## config.mk

```make
export PLATFORM = sky130hd
export DESIGN_NAME = ppi_bus_master_flat
export DESIGN_NICKNAME = d
export VERILOG_FILES = /design/src/rtl/ppi_bus_master_if.sv /design/src/rtl/ppi_bus_master.sv /design/src/flat_wrapper.sv
export SDC_FILE = /design/constraint.sdc
export NUM_CORES = 1
export LEC_CHECK = 0
export BUFFER_PORTS_ARGS = -buffer_cell sky130_fd_sc_hd__buf_2
export CAP_MARGIN = 20
export CORE_ASPECT_RATIO = 1.4
export CORE_MARGIN = 3
export CORE_UTILIZATION = 52
export DETAILED_ROUTE_END_ITERATION = 16
export GPL_ROUTABILITY_DRIVEN = 0
export PLACE_DENSITY = 0.86
export SLEW_MARGIN = 10
export SYNTH_ARGS = -nofsm -noshare
export SYNTH_HDL_FRONTEND = slang
export SYNTH_SLANG_ARGS = --single-unit
```

## constraint.sdc

```tcl
create_clock -name CLK -period 2.2 [get_ports CLK]
set_input_delay 0.22 -clock CLK [delete_from_list [all_inputs] [get_ports CLK]]
set_output_delay 0.22 -clock CLK [all_outputs]
set_load 0.005 [all_outputs]
```

## src/rtl/ppi_bus_master_if.sv

```systemverilog
// Request/response and PPI bus signals of the PPI bus master.
// The master modport is the initiator side; slave is the system plus PPI side.
interface ppi_bus_master_if;
    logic       req_valid;
    logic       req_ready;
    logic       req_write;
    logic [1:0] req_addr;
    logic [7:0] req_wdata;
    logic       rsp_valid;
    logic [7:0] rsp_rdata;
    logic       CS_bar;
    logic       RD_bar;
    logic       WR_bar;
    logic       A0;
    logic       A1;
    logic [7:0] D_out;
    logic       D_oe;
    logic [7:0] D_in;

    modport master (
        input  req_valid, req_write, req_addr, req_wdata, D_in,
        output req_ready, rsp_valid, rsp_rdata,
        output CS_bar, RD_bar, WR_bar, A0, A1, D_out, D_oe
    );

    modport slave (
        output req_valid, req_write, req_addr, req_wdata, D_in,
        input  req_ready, rsp_valid, rsp_rdata,
        input  CS_bar, RD_bar, WR_bar, A0, A1, D_out, D_oe
    );
endinterface

```

## src/rtl/ppi_bus_master.sv

```systemverilog
// CPU-side initiator for an 8255-style PPI: turns valid/ready requests into
// SETUP/STROBE/HOLD bus cycles with fully registered outputs.
module ppi_bus_master #(
    parameter int unsigned SETUP_CYC  = 1,
    parameter int unsigned STROBE_CYC = 2,
    parameter int unsigned HOLD_CYC   = 1
) (
    input  logic             CLK,
    input  logic             RESET_bar,
    ppi_bus_master_if.master bus
);

    typedef enum logic [1:0] {StIdle, StSetup, StStrobe, StHold} state_e;

    localparam logic [3:0] SetupLoad  = 4'(SETUP_CYC - 1);
    localparam logic [3:0] StrobeLoad = 4'(STROBE_CYC - 1);
    localparam logic [3:0] HoldLoad   = 4'(HOLD_CYC - 1);

    state_e     state_q, state_d;
    logic [3:0] cnt_q, cnt_d;
    logic       write_q, write_d;
    logic [1:0] addr_q, addr_d;
    logic [7:0] wdata_q, wdata_d;

    logic       cs_bar_q, cs_bar_d;
    logic       rd_bar_q, rd_bar_d;
    logic       wr_bar_q, wr_bar_d;
    logic [1:0] bus_addr_q, bus_addr_d;
    logic [7:0] dout_q, dout_d;
    logic       doe_q, doe_d;
    logic       rsp_valid_q, rsp_valid_d;
    logic [7:0] rdata_q, rdata_d;
    logic       ready_q, ready_d;

    logic accept;

    // ready_q is high exactly in IDLE, so it doubles as the acceptance qualifier
    assign accept = bus.req_valid && ready_q;

    always_ff @(posedge CLK or negedge RESET_bar) begin
        if (!RESET_bar) begin
            state_q <= StIdle;
            cnt_q   <= '0;
            write_q <= 1'b0;
            addr_q  <= '0;
            wdata_q <= '0;
        end else begin
            state_q <= state_d;
            cnt_q   <= cnt_d;
            write_q <= write_d;
            addr_q  <= addr_d;
            wdata_q <= wdata_d;
        end
    end

    always_comb begin
        state_d = state_q;
        cnt_d   = cnt_q;
        write_d = write_q;
        addr_d  = addr_q;
        wdata_d = wdata_q;
        unique case (state_q)
            StIdle: begin
                if (accept) begin
                    state_d = StSetup;
                    cnt_d   = SetupLoad;
                    write_d = bus.req_write;
                    addr_d  = bus.req_addr;
                    wdata_d = bus.req_wdata;
                end
            end
            StSetup: begin
                if (cnt_q == 4'd0) begin
                    state_d = StStrobe;
                    cnt_d   = StrobeLoad;
                end else begin
                    cnt_d = cnt_q - 4'd1;
                end
            end
            StStrobe: begin
                if (cnt_q == 4'd0) begin
                    state_d = StHold;
                    cnt_d   = HoldLoad;
                end else begin
                    cnt_d = cnt_q - 4'd1;
                end
            end
            StHold: begin
                if (cnt_q == 4'd0) begin
                    state_d = StIdle;
                    cnt_d   = 4'd0;
                end else begin
                    cnt_d = cnt_q - 4'd1;
                end
            end
            default: begin
                state_d = StIdle;
                cnt_d   = 4'd0;
            end
        endcase
    end

    // Outputs are decoded from the next state so that the registered bus pins
    // line up with the state they belong to.
    always_comb begin
        cs_bar_d    = 1'b1;
        rd_bar_d    = 1'b1;
        wr_bar_d    = 1'b1;
        doe_d       = 1'b0;
        bus_addr_d  = bus_addr_q;
        dout_d      = dout_q;
        rdata_d     = rdata_q;
        ready_d     = (state_d == StIdle);
        rsp_valid_d = (state_q == StHold) && (state_d == StIdle);

        unique case (state_d)
            StIdle: begin
                ready_d = 1'b1;
            end
            StSetup, StHold: begin
                cs_bar_d   = 1'b0;
                bus_addr_d = addr_d;
                doe_d      = write_d;
                if (write_d) begin
                    dout_d = wdata_d;
                end
            end
            StStrobe: begin
                cs_bar_d   = 1'b0;
                bus_addr_d = addr_d;
                doe_d      = write_d;
                rd_bar_d   = write_d;
                wr_bar_d   = !write_d;
                if (write_d) begin
                    dout_d = wdata_d;
                end
            end
            default: begin
                ready_d = 1'b0;
            end
        endcase

        // Capture on the edge that ends the last strobe cycle, as RD_bar rises
        if ((state_q == StStrobe) && (state_d == StHold) && !write_q) begin
            rdata_d = bus.D_in;
        end
    end

    always_ff @(posedge CLK or negedge RESET_bar) begin
        if (!RESET_bar) begin
            cs_bar_q    <= 1'b1;
            rd_bar_q    <= 1'b1;
            wr_bar_q    <= 1'b1;
            bus_addr_q  <= '0;
            dout_q      <= '0;
            doe_q       <= 1'b0;
            rsp_valid_q <= 1'b0;
            rdata_q     <= '0;
            ready_q     <= 1'b1;
        end else begin
            cs_bar_q    <= cs_bar_d;
            rd_bar_q    <= rd_bar_d;
            wr_bar_q    <= wr_bar_d;
            bus_addr_q  <= bus_addr_d;
            dout_q      <= dout_d;
            doe_q       <= doe_d;
            rsp_valid_q <= rsp_valid_d;
            rdata_q     <= rdata_d;
            ready_q     <= ready_d;
        end
    end

    assign bus.CS_bar    = cs_bar_q;
    assign bus.RD_bar    = rd_bar_q;
    assign bus.WR_bar    = wr_bar_q;
    assign bus.A0        = bus_addr_q[0];
    assign bus.A1        = bus_addr_q[1];
    assign bus.D_out     = dout_q;
    assign bus.D_oe      = doe_q;
    assign bus.rsp_valid = rsp_valid_q;
    assign bus.rsp_rdata = rdata_q;
    assign bus.req_ready = ready_q;

endmodule

```

## src/flat_wrapper.sv

```systemverilog
// flat-port wrapper written by rule: the top's interface ports become plain ports
module ppi_bus_master_flat 
#(
    parameter int unsigned SETUP_CYC  = 1,
    parameter int unsigned STROBE_CYC = 2,
    parameter int unsigned HOLD_CYC   = 1
)
  (CLK, RESET_bar, bus_req_valid, bus_req_write, bus_req_addr, bus_req_wdata, bus_D_in, bus_req_ready, bus_rsp_valid, bus_rsp_rdata, bus_CS_bar, bus_RD_bar, bus_WR_bar, bus_A0, bus_A1, bus_D_out, bus_D_oe);
  ppi_bus_master_if bus_i ();
  input  logic CLK;
  input  logic RESET_bar;
  input wire logic [$bits(bus_i.req_valid)-1:0] bus_req_valid;
  input wire logic [$bits(bus_i.req_write)-1:0] bus_req_write;
  input wire logic [$bits(bus_i.req_addr)-1:0] bus_req_addr;
  input wire logic [$bits(bus_i.req_wdata)-1:0] bus_req_wdata;
  input wire logic [$bits(bus_i.D_in)-1:0] bus_D_in;
  output wire logic [$bits(bus_i.req_ready)-1:0] bus_req_ready;
  output wire logic [$bits(bus_i.rsp_valid)-1:0] bus_rsp_valid;
  output wire logic [$bits(bus_i.rsp_rdata)-1:0] bus_rsp_rdata;
  output wire logic [$bits(bus_i.CS_bar)-1:0] bus_CS_bar;
  output wire logic [$bits(bus_i.RD_bar)-1:0] bus_RD_bar;
  output wire logic [$bits(bus_i.WR_bar)-1:0] bus_WR_bar;
  output wire logic [$bits(bus_i.A0)-1:0] bus_A0;
  output wire logic [$bits(bus_i.A1)-1:0] bus_A1;
  output wire logic [$bits(bus_i.D_out)-1:0] bus_D_out;
  output wire logic [$bits(bus_i.D_oe)-1:0] bus_D_oe;
  assign bus_i.req_valid = bus_req_valid;
  assign bus_i.req_write = bus_req_write;
  assign bus_i.req_addr = bus_req_addr;
  assign bus_i.req_wdata = bus_req_wdata;
  assign bus_i.D_in = bus_D_in;
  assign bus_req_ready = bus_i.req_ready;
  assign bus_rsp_valid = bus_i.rsp_valid;
  assign bus_rsp_rdata = bus_i.rsp_rdata;
  assign bus_CS_bar = bus_i.CS_bar;
  assign bus_RD_bar = bus_i.RD_bar;
  assign bus_WR_bar = bus_i.WR_bar;
  assign bus_A0 = bus_i.A0;
  assign bus_A1 = bus_i.A1;
  assign bus_D_out = bus_i.D_out;
  assign bus_D_oe = bus_i.D_oe;
  ppi_bus_master #(.SETUP_CYC(SETUP_CYC), .STROBE_CYC(STROBE_CYC), .HOLD_CYC(HOLD_CYC)) u_core (.CLK(CLK), .RESET_bar(RESET_bar), .bus(bus_i));
endmodule
```

==> metrics.yaml <==
sta:
  slew_headroom_pct: 40.8
  rsz0062_at_grt: "no"
  slew_violations: 0
  min_period_over_period_pct: 95.0
  hold_viol: 0
  skew_ps: 7.69
  tns_ps: 0
  setup_viol: 0
  layout_min_cycle_time_ps: 2090
  setup_ws_ps: 109
  worst_pin_slew_ps: 887
  fmax_mhz: 478
detailed_routing:
  via_count: 1397
  viasPerCell: 5.82
  wirelength_um: 3920
  route.detailed.drc: 0
  first_iter_violations: 54
  ant_nets: 0
  wl_per_cell_um: 16.3
  firstDrtPassIters: 4
floorplan:
  rows: 25
  ios: 46
  die-area_um2: 4330
  die_x_um: 56.5
  die_h_um: 76.6
  core_area_um2: 3410
  initial_utilization_pct: 54.3
min_path:
  hold_path.class: "primary input to async pin"
power:
  comb_power_share_pct: 40.5
  vdd_drop_max_mv: 0.847
  switchingPower_mw: 1.13
  power_density_nw_per_um2: 1510
  clockPowerShare_pct: 18.4
  p_leak_nw: 1.07
  p_total_mw: 3.38
  switching_share_pct: 33.5
  power_frac_seq_pct: 41.2
  p_int_mw: 2.25
grt:
  grt_usage_pct: 19.4
  antenna_found_initial: 0
  grt_pass1_wl_um: 6580
  grt_max_degree: 42
  grt_overflow_total: 0
  first_global_vias: 1423
synth:
  yosys.area_share.simple_pct: 8.10
  synth_area_um2: 1850
  synthDistinctLibCells: 36
  syn-num-nets: 175
  synth_area_leaders: "dfrtp_1, mux2_2, mux2_4, dfstp_2, a211oi_1"
  synth_compound_area_share_pct: 15.3
  yosys_warnings: 0
  synthMuxAreaShare_pct: 14.8
  yosys.area_share.xor_xnor_pct: 0.473
  synth-adder-area-share_pct: 0.675
  avgSynthCellArea_um2: 12.2
  ys_seq_area_share_pct: 55.6
  yosysTopAreaCell: "dfrtp_1"
  synth_cells: 152
  ys_ff_latch: 41
  synth_top_family_by_area: "compound AO/OA/AOI/OAI gates"
  yosysTopAreaCellShare_pct: 50.0
layout:
  area.sequential_um2: 1030
  syn_to_final_growth_pct: 20.5
  fillers: 283
  stdcell_area_um2: 2230
  fin_util_pct: 65.5
  multi_input_area_um2: 728
  nets: 222
  most-common-layout-cells: "buf_2, dfrtp_1, inv_1"
  layout_commonest_cell: "buf_2"
  drive_gt1_share_pct: 42.5
  diodes: 0
outcome:
  outcome: "complete, no violations"
flow_run:
  drv_cap: 0
placed_design:
  portBuffers: 45
  dp_hpwl_um: 2710
  pre_cts_ws_ps: 114
  place_area_um2: 2120
clock_network:
  tritoncts: "done"
  clk_path_buf_depth: 2
  ctsResizeCount: 0
  cts_root_buffer: "clkbuf_8"
  cts_buffers: 5
  clkLatencyLatePin_ps: 300
  clk_pin_slew_ps: 80
  cts_hold_buf: 0
  cts_max_level: 2
  clkSinkCount: 41
  postCtsSetupBuffers: 0
setup_path:
  startpoint_type: "flop"
  rr_worst_depth: 5
  crit_fanout: 8
  slowest_delay_ps: 570
  reg2reg_slack_ps: 110
  worstPathRequired_ps: 2380
  crit_path_top_delay_cell: "or3_1"
  rr_startpoint: "u_core.cnt_q[0]"
  crit_type: "flop to flop"
  r2r_end: "u_core.bus.rsp_rdata[4]"
  cp-end-kind: "flop"
  crit_arrival_ps: 2270
  crit_chain: "inv_1 -> ha_1 -> or3b_4 -> or3_1 -> mux2_4"
## worst max-delay path by stage
stage | from | endpoint | slack, ps | depth (start not counted)
floorplan | u_core.cnt_q[0] | u_core.bus.rsp_rdata[0] | 240 | 6
global placement | u_core.cnt_q[0] | u_core.bus.rsp_rdata[6] | 180 | 5
detailed placement | u_core.cnt_q[0] | u_core.bus.rsp_rdata[4] | 110 | 5
CTS | u_core.cnt_q[0] | u_core.bus.rsp_rdata[4] | 110 | 5
global route | u_core.cnt_q[0] | u_core.bus.rsp_rdata[4] | 20 | 5
finish | u_core.cnt_q[0] | u_core.bus.rsp_rdata[4] | 110 | 5
## power by group through the flow
| stage | Combinational (mW) | Clock [mW] | Sequential, mW |
|---|---|---|---|
| after floorplan | 0.928 | 0 | 1.36 |
| after global routing | 1.51 | 0.670 | 1.44 |
| after global placement | 1.32 | 0 | 1.38 |
| after CTS | 1.38 | 0.631 | 1.39 |
| final | 1.37 | 0.622 | 1.39 |
| after detailed placement | 1.37 | 0 | 1.40 |
## per-layer routing
layer | GRT usage [%] | share of wire (%) | vias up
li1 | - | - | 644
met1 | 23.9 | 42 | 690
met2 | 30.1 | 50 | 55
met3 | 6.27 | 6.5 | 8
met4 | 9.50 | 1.7 | 0
met5 | 0 | 0 | -
## registers in the layout, summed over array words and instances (netlist names)
signal,cells
u_core.bus.D_out,8
u_core.bus.rsp_rdata,8
u_core.wdata_q,8
u_core.cnt_q,4
u_core.addr_q,2
u_core.bus_addr_q,2
u_core.state_q,2
u_core.bus.CS_bar,1
u_core.bus.D_oe,1
u_core.bus.RD_bar,1
u_core.bus.WR_bar,1
u_core.bus.req_ready,1
u_core.bus.rsp_valid,1
u_core.write_q,1
## cells by family after synthesis
logic type,count (synthesis)
compound gates,41
xor+xnor,1
fa+ha+maj,1
buf+inv,22
flops,41
mux,22
simple gates,24
## worst max-delay path, delay by kind of cell, from the launching register on
| family | cells | cell delay (ps) |
|---|---|---|
| adder cells (fa/ha/maj) | 1 | 160 |
| multiplexers | 1 | 380 |
| flip-flops | 1 | 390 |
| AND/OR/NAND/NOR | 2 | 970 |
| buffers and inverters | 1 | 80 |
## cell type report
type / instances / share of cell area, %
multi-input cells: 89 / 32.6
inverters: 12 / 2.02
repair buffers: 50 / 11.8
well taps: 40 / 2.24
flip-flops and latches: 41 / 46.2
clock inverters: 1 / 1.34
clock buffers: 7 / 3.87
## stage by stage
step	hold slack (ps)	std cells
floorplan	-75.6	152
global placement	373	232
detailed placement	392	232
CTS	68.6	240
global route	99.5	240
finish	45.2	240
## cells in the mapped netlist (all sizes together)
cell and instances:
dfrtp 37, mux2 19, inv 12, a211oi 11, a21oi 11, a221oi 8, clkbuf 6, buf 4
dfstp 4, nor2 4, o21ai 4, mux2i 3, nand2b 3, and3 2, and4bb 2, nand2 2
nor3 2, o22ai 2, or2 2, a211o 1, a21o 1, a32o 1, and2 1, ha 1
nand3 1, nor2b 1, nor3b 1, nor4 1, o2bb2ai 1, o31ai 1, or3 1, or3b 1
xnor2 1
Power figures use the tool's default switching activity.
